<file path="src/rtl/icache_dm_if.sv">
// Signal bundle for icache_dm: CPU fetch port, RAM fill port, flush and statistics.
// The cache takes the slave view; the fetch unit and RAM side take the master view.
interface icache_dm_if #(
    parameter int ADDR_W = 32
);
    logic              cpu_req;
    logic [ADDR_W-1:0] cpu_addr;
    logic [31:0]       cpu_instr;
    logic              cpu_ready;
    logic              flush;
    logic              mem_req;
    logic [ADDR_W-1:0] mem_addr;
    logic [31:0]       mem_rdata;
    logic              mem_busy;
    logic [31:0]       hit_count;
    logic [31:0]       miss_count;

    modport master (
        output cpu_req, cpu_addr, flush, mem_rdata, mem_busy,
        input  cpu_instr, cpu_ready, mem_req, mem_addr, hit_count, miss_count
    );

    modport slave (
        input  cpu_req, cpu_addr, flush, mem_rdata, mem_busy,
        output cpu_instr, cpu_ready, mem_req, mem_addr, hit_count, miss_count
    );
endinterface

</file>
<file path="src/rtl/icache_dm.sv">
// Direct-mapped, one-word-per-line read-only instruction cache with single-word RAM fill.
// Optional saturating hit/miss counters are built when ICACHE_STATS_EN is defined.
module icache_dm #(
    parameter int NUM_LINES = 16,
    parameter int ADDR_W    = 32
) (
    input  logic       clk,
    input  logic       rst,
    icache_dm_if.slave bus
);
    localparam int IDX_W = $clog2(NUM_LINES);
    localparam int TAG_W = ADDR_W - 2 - IDX_W;

    typedef enum logic [1:0] {
        IDLE  = 2'd0,
        ISSUE = 2'd1,
        WAIT  = 2'd2,
        RESP  = 2'd3
    } state_t;

    state_t               state_r;
    state_t               state_nxt_s;
    logic [NUM_LINES-1:0] valid_r;
    logic [TAG_W-1:0]     tag_r  [NUM_LINES];
    logic [31:0]          data_r [NUM_LINES];
    logic [ADDR_W-3:0]    laddr_r;
    logic [31:0]          hold_r;
    logic                 busy_seen_r;
    logic                 flush_pend_r;

    logic [IDX_W-1:0]     idx_s;
    logic [TAG_W-1:0]     tag_s;
    logic [IDX_W-1:0]     fill_idx_s;
    logic [TAG_W-1:0]     fill_tag_s;
    logic                 hit_s;
    logic                 miss_s;
    logic                 fill_s;
    logic                 unused_s;

    assign idx_s      = bus.cpu_addr[IDX_W+1:2];
    assign tag_s      = bus.cpu_addr[ADDR_W-1:IDX_W+2];
    assign fill_idx_s = laddr_r[IDX_W-1:0];
    assign fill_tag_s = laddr_r[ADDR_W-3:IDX_W];
    assign unused_s   = ^bus.cpu_addr[1:0];

    assign bus.mem_req  = (state_r == ISSUE);
    assign bus.mem_addr = {laddr_r, 2'b00};

    // Next-state decode, hit detection and CPU-side response
    always_comb begin
        state_nxt_s   = state_r;
        hit_s         = 1'b0;
        miss_s        = 1'b0;
        fill_s        = 1'b0;
        bus.cpu_ready = 1'b0;
        bus.cpu_instr = 32'h0000_0000;
        case (state_r)
            IDLE: begin
                hit_s = bus.cpu_req & valid_r[idx_s] & (tag_r[idx_s] == tag_s);
                if (hit_s) begin
                    bus.cpu_ready = 1'b1;
                    bus.cpu_instr = data_r[idx_s];
                end else if (bus.cpu_req) begin
                    miss_s      = 1'b1;
                    state_nxt_s = ISSUE;
                end else begin
                    state_nxt_s = IDLE;
                end
            end
            ISSUE: state_nxt_s = WAIT;
            WAIT: begin
                // Completion needs a busy high phase first, so a stale low level is not taken as data
                if (!bus.mem_busy && busy_seen_r) begin
                    fill_s      = 1'b1;
                    state_nxt_s = RESP;
                end else begin
                    state_nxt_s = WAIT;
                end
            end
            RESP: begin
                if (bus.cpu_req && (bus.cpu_addr[ADDR_W-1:2] == laddr_r)) begin
                    bus.cpu_ready = 1'b1;
                    bus.cpu_instr = hold_r;
                end else begin
                    bus.cpu_ready = 1'b0;
                end
                state_nxt_s = IDLE;
            end
            default: state_nxt_s = IDLE;
        endcase
    end

    // State register, miss bookkeeping and line valid bits
    always_ff @(posedge clk) begin
        if (rst) begin
            state_r      <= IDLE;
            valid_r      <= '0;
            laddr_r      <= '0;
            hold_r       <= 32'h0000_0000;
            busy_seen_r  <= 1'b0;
            flush_pend_r <= 1'b0;
        end else begin
            state_r <= state_nxt_s;
            if (miss_s) begin
                laddr_r      <= bus.cpu_addr[ADDR_W-1:2];
                busy_seen_r  <= 1'b0;
                flush_pend_r <= 1'b0;
            end else begin
                if (state_r == WAIT && bus.mem_busy) busy_seen_r <= 1'b1;
                if ((state_r == ISSUE || state_r == WAIT) && bus.flush) flush_pend_r <= 1'b1;
            end
            if (fill_s) hold_r <= bus.mem_rdata;
            // A flush seen anywhere in the fill leaves the new line invalid
            if (bus.flush) begin
                valid_r <= '0;
            end else if (fill_s) begin
                valid_r[fill_idx_s] <= ~flush_pend_r;
            end
        end
    end

    // Tag and data arrays carry no reset; the valid bits qualify them
    always_ff @(posedge clk) begin
        if (fill_s && !rst) begin
            tag_r[fill_idx_s]  <= fill_tag_s;
            data_r[fill_idx_s] <= bus.mem_rdata;
        end
    end

`ifdef ICACHE_STATS_EN
    logic [31:0] hit_cnt_r;
    logic [31:0] miss_cnt_r;

    // Saturating statistics counters, cleared by reset only
    always_ff @(posedge clk) begin
        if (rst) begin
            hit_cnt_r  <= 32'h0000_0000;
            miss_cnt_r <= 32'h0000_0000;
        end else begin
            if (hit_s && hit_cnt_r != 32'hFFFF_FFFF) hit_cnt_r <= hit_cnt_r + 32'd1;
            if (miss_s && miss_cnt_r != 32'hFFFF_FFFF) miss_cnt_r <= miss_cnt_r + 32'd1;
        end
    end

    assign bus.hit_count  = hit_cnt_r;
    assign bus.miss_count = miss_cnt_r;
`else
    assign bus.hit_count  = 32'h0000_0000;
    assign bus.miss_count = 32'h0000_0000;
`endif
endmodule

</file>
<file path="src/flat_wrapper.sv">
// flat-port wrapper written by rule: the top's interface ports become plain ports
module icache_dm_flat 
#(
    parameter int NUM_LINES = 16,
    parameter int ADDR_W    = 32
)
  (clk, rst, bus_cpu_req, bus_cpu_addr, bus_flush, bus_mem_rdata, bus_mem_busy, bus_cpu_instr, bus_cpu_ready, bus_mem_req, bus_mem_addr, bus_hit_count, bus_miss_count);
  icache_dm_if #(.ADDR_W(ADDR_W)) bus_i ();
  input  logic clk;
  input  logic rst;
  input wire logic [$bits(bus_i.cpu_req)-1:0] bus_cpu_req;
  input wire logic [$bits(bus_i.cpu_addr)-1:0] bus_cpu_addr;
  input wire logic [$bits(bus_i.flush)-1:0] bus_flush;
  input wire logic [$bits(bus_i.mem_rdata)-1:0] bus_mem_rdata;
  input wire logic [$bits(bus_i.mem_busy)-1:0] bus_mem_busy;
  output wire logic [$bits(bus_i.cpu_instr)-1:0] bus_cpu_instr;
  output wire logic [$bits(bus_i.cpu_ready)-1:0] bus_cpu_ready;
  output wire logic [$bits(bus_i.mem_req)-1:0] bus_mem_req;
  output wire logic [$bits(bus_i.mem_addr)-1:0] bus_mem_addr;
  output wire logic [$bits(bus_i.hit_count)-1:0] bus_hit_count;
  output wire logic [$bits(bus_i.miss_count)-1:0] bus_miss_count;
  assign bus_i.cpu_req = bus_cpu_req;
  assign bus_i.cpu_addr = bus_cpu_addr;
  assign bus_i.flush = bus_flush;
  assign bus_i.mem_rdata = bus_mem_rdata;
  assign bus_i.mem_busy = bus_mem_busy;
  assign bus_cpu_instr = bus_i.cpu_instr;
  assign bus_cpu_ready = bus_i.cpu_ready;
  assign bus_mem_req = bus_i.mem_req;
  assign bus_mem_addr = bus_i.mem_addr;
  assign bus_hit_count = bus_i.hit_count;
  assign bus_miss_count = bus_i.miss_count;
  icache_dm #(.NUM_LINES(NUM_LINES), .ADDR_W(ADDR_W)) u_core (.clk(clk), .rst(rst), .bus(bus_i));
endmodule
</file>
<file path="config.mk">
export PLATFORM = sky130hd
export DESIGN_NAME = icache_dm_flat
export DESIGN_NICKNAME = d
export VERILOG_FILES = /design/src/rtl/icache_dm_if.sv /design/src/rtl/icache_dm.sv /design/src/flat_wrapper.sv
export SDC_FILE = /design/constraint.sdc
export NUM_CORES = 1
export LEC_CHECK = 0
export CORE_ASPECT_RATIO = 0.7
export CORE_UTILIZATION = 43
export CTS_CLUSTER_DIAMETER = 60
export DETAILED_ROUTE_END_ITERATION = 16
export PLACE_DENSITY = 0.62
export SETUP_SLACK_MARGIN = 0.02
export SYNTH_ARGS = -nofsm -noshare
export SYNTH_HDL_FRONTEND = slang
export SYNTH_SLANG_ARGS = --single-unit
</file>
<file path="constraint.sdc">
create_clock -name clk -period 6.2 [get_ports clk]
set_input_delay 0.93 -clock clk [delete_from_list [all_inputs] [get_ports clk]]
set_output_delay 0.93 -clock clk [all_outputs]
set_load 0.1 [all_outputs]
</file>
**Word level (Yosys, flattened, before mapping)**

Memories as Yosys holds them, arrays and structs flattened.
Index checks and enable logic that the tools add are counted.

- Magnitude comparators: 3
- Equal/unequal tests: 6
- Mux-type cells: 22
- Bitwise operators: 3
- Reductions and logical operators: 12

Operator list:

| kind | count |
|---|---|
| 32-bit two-way mux | 2 |
| 32-bit one-hot mux with 2 select lines | 1 |
| 30-bit equality test | 1 |
| 26-bit equality test | 1 |
| 16-bit bitwise mux | 1 |
| 1-bit two-way mux | 13 |
| 4-bit by 5-bit less-than comparator with 1-bit output (second input constant) | 2 |
| 2-bit one-hot mux with 4 select lines | 1 |
| 1-bit logical AND | 6 |
| 1-bit binary-select mux with 4-bit select | 1 |
| 1-bit demux with 4-bit select | 1 |
| 2-bit equality test (second input constant) | 2 |
| 4-bit by 1-bit >= comparator with 1-bit output (second input constant) | 1 |
| 2-bit OR reduction | 2 |
| 1-bit AND | 2 |
| 2-bit by 1-bit equality test with 1-bit output (second input constant) | 1 |
| 1-bit zero test | 2 |
| 2-bit zero test | 1 |
| 2-bit two-way mux | 1 |
| 2-bit != test (second input constant) | 1 |
| 1-bit one-hot mux with 2 select lines | 1 |
| 1-bit logical OR | 1 |
| 1-bit inverter | 1 |

- Flip-flop bits (word level): 82
- Bits in writable memories: 928
- Bits of input ports: 69
- Output and inout port bits: 130
- Logic and storage cells: 54
- Memories: 2

Memories:

| name | words | bits a word | rd ports | clocked after Yosys merged registers in | wr ports | RTL line | text |
|---|---|---|---|---|---|---|---|
| u_core.data_r | 16 | 32 | 1 | 0 | 1 | icache_dm.sv:25 | `logic [31:0] data_r [NUM_LINES];` |
| u_core.tag_r | 16 | 26 | 1 | 0 | 1 | icache_dm.sv:24 | `logic [TAG_W-1:0] tag_r [NUM_LINES];` |

**Logic depth before layout (Yosys ltp)**

- Word-level depth: 7
- Depth in mapped cells: 14
- Mapped depth without buffers: 9

**Worst setup path after synthesis**

OpenSTA, ideal clock, no wires.

- Kind: input to output
- From: input bus_cpu_addr[3]
- To: output bus_cpu_instr[14]
- Data arrival time: 5.327 ns
- Required time: 5.270 ns
- Setup slack: -0.057 ns
- Cell stages on the path: 11
- Path buffers: 2
- Path through: buf_6 > buf_4 > mux4_2 > nor2b_1 > a211oi_1 > a31oi_1 > xor2_1 > a2111oi_2 > nand4_2 > or2_4 > o21ai_0

- Longest elaborated chain between the ends: 6
- Elaborated cells between the ends (all ways): 12
- Classes of those cells: eq/ne: 2; mux: 5; bitwise: 2; reduce/logical: 1; memory: 2

RTL lines:

| element | RTL line | text |
|---|---|---|
| start, declared | flat_wrapper.sv:12 | `input wire logic [$bits(bus_i.cpu_addr)-1:0] bus_cpu_addr;` |
| branches (longest 5 deep; another with memory 16 x 26 bit) | - |  |
| 32-bit one-hot mux with 2 select lines (*) | icache_dm.sv:57 | `case (state_r)` |
| end, declared | flat_wrapper.sv:16 | `output wire logic [$bits(bus_i.cpu_instr)-1:0] bus_cpu_instr;` |

Every way passes the cells marked *. The select of a mux whose other input is x is not followed.

**Worst setup path in the final report**

- From: input bus_cpu_addr[3]
- To: output bus_cpu_instr[2]

The elaborated chain is that of the path after synthesis.

==> flow_summary.ini <==
[outcome]
status = complete, no violations

[pwr]
p_per_area_nw_per_um2 = 310
leakage_nw = 15.3
ir_drop_uv = 203

[setup_path]
cp.arrival_ps = 4900
critical_path_class = in2out
worstSetupEndpointType = output pin
cp_slowest_cell = mux4_2
worstSetupStartpoint = bus_cpu_addr[3]
r2r_start = u_core.state_r[0]
crit_path_frequent_cell = mux4_2
crit_chain = buf_6 > mux4_2 > mux4_2 > xnor2_1 > o211ai_1 > a2111oi_2 > and4_1 > nand4_2 > or2_4 > buf_4 > o21ai_2 > buf_12
critPathRequiredTime_ps = 5270
max_stage_delay_ps = 570
crit_end = bus_cpu_instr[2]
cp-start-kind = input port
ff2ff_setup_slack_ps = 2620
path_max_fanout = 33
rr_worst_depth = 7
r2r-end = u_core.tag_r[8][10]

[cells_and_area]
nets = 2380
final_util_pct = 50.6
drive_above_1_share_pct = 23.5
syn_to_final_growth_pct = 15.8
multi_input_area_um2 = 10000
fillers = 7357
final-seq-area_um2 = 29500

[global_routing]
grt_pass1_wl_um = 142000
antenna_found_initial = 6
gr-total-overflow = 0
grt_pass1_vias = 20500
grt_max_degree = 63
grt_usage_pct = 20.7

[detailed_routing]
drt_pass1_iterations = 5
num_vias = 20500
drt_iter0_markers = 2086
ant_nets = 0
wl_per_cell_um = 27.0
vias_per_cell = 5.64
wl_um = 98100
drc = 0

[floorplan]
die_area_um2 = 95200
core_um2 = 92500
die_h_um = 258
die_w_um = 368
rows = 93
ioPinCount = 199
start_util_pct = 43.7

[flow_run]
max-cap-violations = 0

[sta]
fin_skew_ps = 38.6
hold_viol_final = 0
hold_ws_ps = 456
fin_crit_ps = 5830
drv_slew = 0
fmax_mhz = 171
min_period_over_period_pct = 94.1
setup_viol = 0
grt_setup_unrepaired = no
tightest_slew_ps = 1110
slew_headroom_pct = 25.8

[placed_design]
portBuffers = 130
finalWeightedCongestion = 0.797
dp_hpwl_um = 55000

[synthesis]
synth_edf_count = 928
synth_cells = 2119
postSynthAreaPerCell_um2 = 19.1
synthTopCellsByCount = edfxtp_1, mux4_2, nand2_1
ys_seq_elements = 1010
synth_area_um2 = 40400
synth_top_area_share_pct = 69.0
yosys_warnings = 0
netlist_top_cells_area = edfxtp_1, mux4_2, dfxtp_1
ys_seq_area_share_pct = 73.1
async_flop_share_pct = 0
synth_ff_type = edfxtp_1
post-synth-top-count-cell = edfxtp_1
yosysTopAreaCell = edfxtp_1
yosysUniqueCellTypes = 53

[cts]
cts.sinks = 1010
hold_buffers = 0
post_cts_resized = 0
cts_setup_buffers = 0
cts_tree = yes
cts_buffers = 98
clk_latency_ps = 680
h-tree-depth = 3
clk_path_buf_depth = 3
clk_pin_slew_ps = 60
clock-root-buffer = clkbuf_16

[min_path]
hold_class = reg2reg
state kept, by name, summed over array words and instances (netlist names):
signal	cells
u_core.data_r	512
u_core.hold_r	32
u_core.busy_seen_r	1
u_core.valid_r	16
u_core.laddr_r	30
u_core.tag_r	416
u_core.flush_pend_r	1
u_core.state_r	2
how the worst min path moves through the flow:
stage	end	from	slack [ps]	cells after the start
detailed placement	u_core.hold_r[12]	u_core.hold_r[12]	450	2
global placement	u_core.hold_r[23]	u_core.hold_r[23]	440	2
CTS	u_core.hold_r[12]	u_core.hold_r[12]	460	2
floorplan	u_core.hold_r[0]	u_core.hold_r[0]	440	2
finish	u_core.hold_r[12]	u_core.hold_r[12]	460	2
global route	u_core.hold_r[1]	u_core.hold_r[1]	470	2
placed cells by master (no fill, tap or decap), types with 20 or more instances in the layout:
master | synthesis | routed
mux2i_1 | 125 | 125
clkinv_2 | 0 | 25
buf_12 | 0 | 43
xor2_1 | 28 | 28
a22oi_1 | 25 | 25
o21ai_0 | 20 | 20
o21ai_2 | 30 | 30
nand2_1 | 173 | 173
inv_1 | 36 | 36
buf_4 | 80 | 71
conb_1 | 1 | 66
xnor2_1 | 31 | 31
mux4_2 | 236 | 236
dfxtp_1 | 82 | 82
clkdlybuf4s50_1 | 0 | 88
clkbuf_16 | 0 | 102
a21oi_1 | 58 | 58
edfxtp_1 | 928 | 928
clkbuf_1 | 56 | 25
metal layers:
layer | wire length, µm | track usage [%] | part of all wire [%]
met1 | 42300 | 29.7 | 43
met2 | 45900 | 32.1 | 47
met3 | 7950 | 4.80 | 8.1
met4 | 1920 | 4.70 | 2.0
met5 | 13 | 0 | 0.013
stage by stage:
step                      power (mW)  setup TNS, ps  setup WS (ps)  instance area [µm²]  cells
after global placement          8.69              0            421                43600   3442
after detailed placement        8.70              0            378                43600   3442
after floorplan                 8.42           -114          -56.9                40600   2184
after CTS                       14.6              0            366                46800   3625
final                           14.5              0            365                46800   3629
after global routing            14.9              0            220                46800   3626
worst max-delay path, delay by kind of cell:
kind                      cells  cell delay [ps]
xor gates and xnor gates      1              210
AOI/OAI and AO/OA             3              630
muxes                         2             1130
buffers and inverters         3              850
and+or+nand+nor               3             1070
power breakdown:
part,internal [mW],total [mW],switching [mW]
Combinational,0.323,1.01,0.687
Sequential,7.47,7.55,0.0781
Clock,3.47,5.96,2.48
Total,11.3,14.5,3.25
kinds of logic after synthesis:
group,count (synthesis),share of synthesized area [%]
adder cells (fa/ha/maj),4,0.124
XOR/XNOR,59,1.28
other,1,0.00929
buffers and inverters,220,3.02
flip-flops,1010,73.1
multiplexers,368,16.5
AO/OA/AOI/OAI,171,2.87
AND/OR/NAND/NOR,286,3.18
area by class of cell:
class	instances	area share, %
clock inverters	52	1.10
flip-flops and latches	1010	63.1
diodes	4	0.0214
clock buffers	131	5.77
multi-input cells	954	21.5
well taps	1235	3.30
inverters	37	0.297
repair buffers	206	4.96
(Power assumes the default switching activity.)
